**src/rtl/sd_spi_pkg.sv**
```systemverilog
// Shared constants and FSM encoding for the SPI SD card controller datapath.
// Keeps the fill pattern, fill counter width and fill FSM states in one place.
package sd_spi_pkg;

    localparam logic [7:0] FILL_BYTE_DEF = 8'hFF;
    localparam int         CNT_W_DEF     = 16;

    typedef enum logic {
        S_IDLE = 1'b0,
        S_FILL = 1'b1
    } fill_state_e;

endpackage

```
**src/rtl/tx_cpu_buf.sv**
```systemverilog
// CPU-side TX staging buffer: two-byte stage (u then l) drained MSB first into the TX FIFO, zero latency.
// fifo_full stalls pushes without loss; CPU writes are refused via can_byte/can_word, and a hardware fill mode pushes FILL_BYTE.
module tx_cpu_buf
    import sd_spi_pkg::*;
#(
    parameter logic [7:0] FILL_BYTE = FILL_BYTE_DEF,
    parameter int         CNT_W     = CNT_W_DEF
) (
    input  logic             clk,
    input  logic             reset_n,
    input  logic             wr_byte,
    input  logic             wr_word,
    input  logic [15:0]      wr_data,
    input  logic             fill_start,
    input  logic [CNT_W-1:0] fill_count,
    input  logic             fifo_full,
    output logic             fifo_wr,
    output logic [7:0]       fifo_data,
    output logic             can_byte,
    output logic             can_word,
    output logic             idle,
    output logic             filling
);

    logic [7:0]       r_u;
    logic [7:0]       r_l;
    logic             r_u_full;
    logic             r_l_full;
    fill_state_e      r_state;
    logic [CNT_W-1:0] r_rem;

    logic [7:0]       w_u_nxt;
    logic [7:0]       w_l_nxt;
    logic             w_u_full_nxt;
    logic             w_l_full_nxt;
    fill_state_e      w_state_nxt;
    logic [CNT_W-1:0] w_rem_nxt;

    always_ff @(posedge clk) begin
        if (!reset_n) begin
            r_u      <= '0;
            r_l      <= '0;
            r_u_full <= 1'b0;
            r_l_full <= 1'b0;
            r_state  <= S_IDLE;
            r_rem    <= '0;
        end else begin
            r_u      <= w_u_nxt;
            r_l      <= w_l_nxt;
            r_u_full <= w_u_full_nxt;
            r_l_full <= w_l_full_nxt;
            r_state  <= w_state_nxt;
            r_rem    <= w_rem_nxt;
        end
    end

    always_comb begin
        can_byte     = (r_state == S_IDLE) && !r_l_full;
        can_word     = (r_state == S_IDLE) && !r_u_full;
        idle         = (r_state == S_IDLE) && !r_u_full;
        filling      = (r_state == S_FILL);
        fifo_wr      = 1'b0;
        fifo_data    = r_u;
        w_u_nxt      = r_u;
        w_l_nxt      = r_l;
        w_u_full_nxt = r_u_full;
        w_l_full_nxt = r_l_full;
        w_state_nxt  = r_state;
        w_rem_nxt    = r_rem;

        case (r_state)
            S_IDLE: begin
                fifo_wr = r_u_full && !fifo_full;
                if (fifo_wr) begin
                    w_u_nxt      = r_l;
                    w_u_full_nxt = r_l_full;
                    w_l_full_nxt = 1'b0;
                end
                // Writes land in the first slot left free after this cycle's drain.
                if (wr_byte && can_byte) begin
                    if (!w_u_full_nxt) begin
                        w_u_nxt      = wr_data[7:0];
                        w_u_full_nxt = 1'b1;
                    end else begin
                        w_l_nxt      = wr_data[7:0];
                        w_l_full_nxt = 1'b1;
                    end
                end else if (wr_word && can_word) begin
                    w_u_nxt      = wr_data[15:8];
                    w_l_nxt      = wr_data[7:0];
                    w_u_full_nxt = 1'b1;
                    w_l_full_nxt = 1'b1;
                end
                if (fill_start && idle && (fill_count != '0)) begin
                    w_state_nxt = S_FILL;
                    w_rem_nxt   = fill_count;
                end
            end
            S_FILL: begin
                fifo_wr   = !fifo_full;
                fifo_data = FILL_BYTE;
                if (fifo_wr && (r_rem != '0)) begin
                    w_rem_nxt = r_rem - 1'b1;
                    if (r_rem == CNT_W'(1)) begin
                        w_state_nxt = S_IDLE;
                    end
                end
            end
            default: begin
                w_state_nxt = S_IDLE;
            end
        endcase
    end

endmodule

```
**config.mk**
```make
export PLATFORM = sky130hd
export DESIGN_NAME = tx_cpu_buf
export DESIGN_NICKNAME = d
export VERILOG_FILES = /design/src/rtl/sd_spi_pkg.sv /design/src/rtl/tx_cpu_buf.sv
export SDC_FILE = /design/constraint.sdc
export NUM_CORES = 1
export LEC_CHECK = 0
export CORE_MARGIN = 2
export CORE_UTILIZATION = 49
export CTS_CLUSTER_DIAMETER = 40
export DETAILED_ROUTE_END_ITERATION = 10
export PLACE_DENSITY = 0.87
export SLEW_MARGIN = 5
export SYNTH_ARGS = -nofsm -noshare
export SYNTH_HDL_FRONTEND = slang
export SYNTH_SLANG_ARGS = --single-unit
```
**constraint.sdc**
```tcl
create_clock -name clk -period 2.1 [get_ports clk]
set_input_delay 0.42 -clock clk [delete_from_list [all_inputs] [get_ports clk]]
set_output_delay 0.42 -clock clk [all_outputs]
set_load 0.01 [all_outputs]
```
==> metrics.cfg <==
[critical_path]
cp.arrival_ns = 2.24
critPathLaunchType = input port
crit_required_ns = 2.28
r2r_start = r_rem[0]$_SDFFE_PN0P_
critical_path_class = in -> reg
critPathMaxFanout = 8
crit_end = r_rem[2]$_SDFFE_PN0P_
end_kind = flop
r2r_setup_slack_ns = 0.10
reg2reg_depth = 8
timing.rr.end = r_rem[2]$_SDFFE_PN0P_
startpoint = fill_count[0]

[floorplan]
dieArea_sq_um = 4780
rows = 23
initial_core_util_pct = 51.6
ioPinCount = 51
core_area_sq_um = 4030
die_w_um = 69.1
die_h_um = 69.1

[synthesis]
async_flop_share_pct = 0
syn_area_sq_um = 2080
synth_top_flop_cell = dfxtp_1
ys_ff_latch = 35
yosysSeqAreaShare_pct = 33.7
syn_nets = 302
avgSynthCellArea_sq_um = 7.94
ys_types = 49
synth_cells = 262
synth_warnings = 0
synth_edf_count = 0

[clock_network]
cts_tree = built
htreeDepth = 2
cts.sinks = 35
numCtsBuffers = 5
clockBufferDepth = 2
root_buffer = clkbuf_8
clk_latency_ns = 0.30
ctsHoldBuffers = 0
clk_pin_slew_ns = 0.07

[sta]
tns_ns = 0
period_needed_ns = 2.06
slew_headroom_pct = 60.2
clock_skew_ns = 0.0102
fin_crit_sh_pct = 98.2
fmax_mhz = 485
worstMarginPinSlew_ns = 0.592
rsz0062_at_grt = yes
setup_viol = 0
final_hold_viol_count = 0
drv_slew = 0

[final_layout]
layout-drive-gt1-share_pct = 21.5
fin_nets = 379
final_util_pct = 74.3
antenna_cells = 0
n_fill_cell = 311
area_growth_syn_to_layout_pct = 44.0

[global_route]
grt_pass1_vias = 2254
grt_max_degree = 29
grt_pass1_wl_mm = 9.98
antenna_found_initial = 0
overflow = 0
grt.total_usage_pct = 25.3

[route]
firstDrtPassIters = 5
wl_per_cell_um = 15.6
vias = 2413
dr.first_iter.drc_count = 270
viasPerCell = 6.19
drc = 0
wl_mm = 6.10
antenna_left = 0

[placement]
routabilityCongestion = 0.891
hpwl_mm = 4.40
port_buffers = 50

[job]
maxCapViolCount = 0

[outcome]
status = finished clean

[pwr]
max-vdd-ir-drop_mv = 0.415
powerDensity_nw_per_um2 = 769
p_leak_nw = 1.16

[worst_hold_path]
worst_hold_path_type = reg -> reg

-- placed cells by master, fill, tap and decap left out, types with 4 or more instances in the layout --
master and instances:
a222oi_1 4, nand4_1 4, nor2_1 29, clkbuf_8 6, clkdlybuf4s50_1 50, inv_1 10, nand3_1 10, or2_2 9
a21oi_1 30, buf_4 41, nand2_1 16, o21ai_0 5, nor3_1 4, nand4b_1 4, o221a_2 4, mux2i_1 8
o22ai_1 5, a221oi_1 5, dfxtp_1 35, nor4_1 7
-- cell type report --
cell class | count | area, sq um | area share [%]
timing repair buffer | 91 | 808 | 27.0
multi-input combinational | 196 | 1290 | 43.0
clock inverter | 2 | 16.3 | 0.543
clock buffer | 6 | 82.6 | 2.76
inverter | 10 | 37.5 | 1.25
tap | 50 | 62.6 | 2.09
sequential | 35 | 701 | 23.4
-- cell usage after synthesis (3+ instances only) --
cell      number  share of area (%)
buf_2          3               0.72
o221a_2        4                2.2
a211oi_1       3                1.1
nor4_1         9                2.7
mux2i_1        8                3.9
nand4_1        4                1.2
nand4b_1       4                1.7
or4_1          3                1.1
a221oi_1       5                2.1
clkbuf_1      15                2.7
a21oi_1       30                7.2
inv_1         10                1.8
mux2_2         3                1.6
a31oi_1        3               0.90
a222oi_1       4                1.9
o22ai_1        5                1.5
a311o_1        3                1.4
dfxtp_1       35                 34
nand3_1       10                2.4
nor2_1        31                5.6
o21ai_0        5                1.2
and3_1         3               0.90
nand2_1       16                2.9
o31ai_1        3                1.1
nor3_1         4               0.96
or2_2          9                2.7
-- cell families (layout without fill, tap and decap cells) --
kind of cell / after synthesis / in the layout / share of synthesized area, %
AO/OA/AOI/OAI: 77 / 77 / 25.9
adder cells (fa/ha/maj): 2 / 2 / 1.20
buffers and inverters: 31 / 109 / 6.20
flip-flops: 35 / 35 / 33.7
multiplexers: 11 / 11 / 5.48
AND/OR/NAND/NOR: 106 / 106 / 27.6
-- flip-flops by register name, summed over array words and instances, names as in the netlist --
signal    cells
r_rem        16
r_l_full      1
r_u_full      1
filling       1
r_l           8
r_u           8
-- per-stage QoR --
stage                     total power [mW]  hold WS [ns]  cell area, sq um  std cells  setup slack (ns)
after CTS                             2.27         0.500              2970        389           0.00193
after floorplan                       1.34         0.452              2080        262             0.147
after global placement                1.71         0.468              2850        381            -0.415
final                                 2.30         0.501              3000        390            0.0369
after global routing                  2.41         0.530              3000        390           -0.0593
after detailed placement              1.73         0.476              2850        381            -0.506
-- repair_timing --
item | in CTS | in global routing
pin swaps | 0 | 2
endpoints found under the setup margin | 16 | 9
buffers inserted | 0 | 1
resized for setup | 4 | 4
-- critical path: stages --
cell             delay (ns)
clkdlybuf4s50_1        0.45
nor4_4                 0.36
nand4_1                0.19
a32oi_2                0.23
buf_4                  0.20
a21oi_1                0.05
a311o_1                0.32
-- worst min-delay path by stage --
stage                        start                   to  slack [ns]  cells past startpoint
2_1_floorplan  r_l[1]$_SDFFE_PN0P_  r_l[1]$_SDFFE_PN0P_        0.45                      2
3_3_place_gp   r_l[1]$_SDFFE_PN0P_  r_l[1]$_SDFFE_PN0P_        0.47                      2
3_5_place_dp   r_l[1]$_SDFFE_PN0P_  r_l[1]$_SDFFE_PN0P_        0.48                      2
4_1_cts        r_l[1]$_SDFFE_PN0P_  r_l[1]$_SDFFE_PN0P_        0.50                      2
5_1_grt        r_l[7]$_SDFFE_PN0P_  r_l[7]$_SDFFE_PN0P_        0.53                      2
6_report       r_l[1]$_SDFFE_PN0P_  r_l[1]$_SDFFE_PN0P_        0.50                      2
-- per-layer routing --
metal	routed length, um	track usage [%]	part of all wire [%]	vias to the layer above
li1	-	-	-	1148
met1	2540	31.9	42	1136
met2	2970	41.6	49	116
met3	455	5.26	7.5	13
met4	133	11.1	2.2	0
met5	0	0	0	-
-- power by group --
part / internal, mW / switching [mW]
clock network: 0.268 / 0.268
registers: 0.747 / 0.0853
logic: 0.483 / 0.453
total: 1.50 / 0.806
No activity file was read; power rests on OpenSTA's default activity.
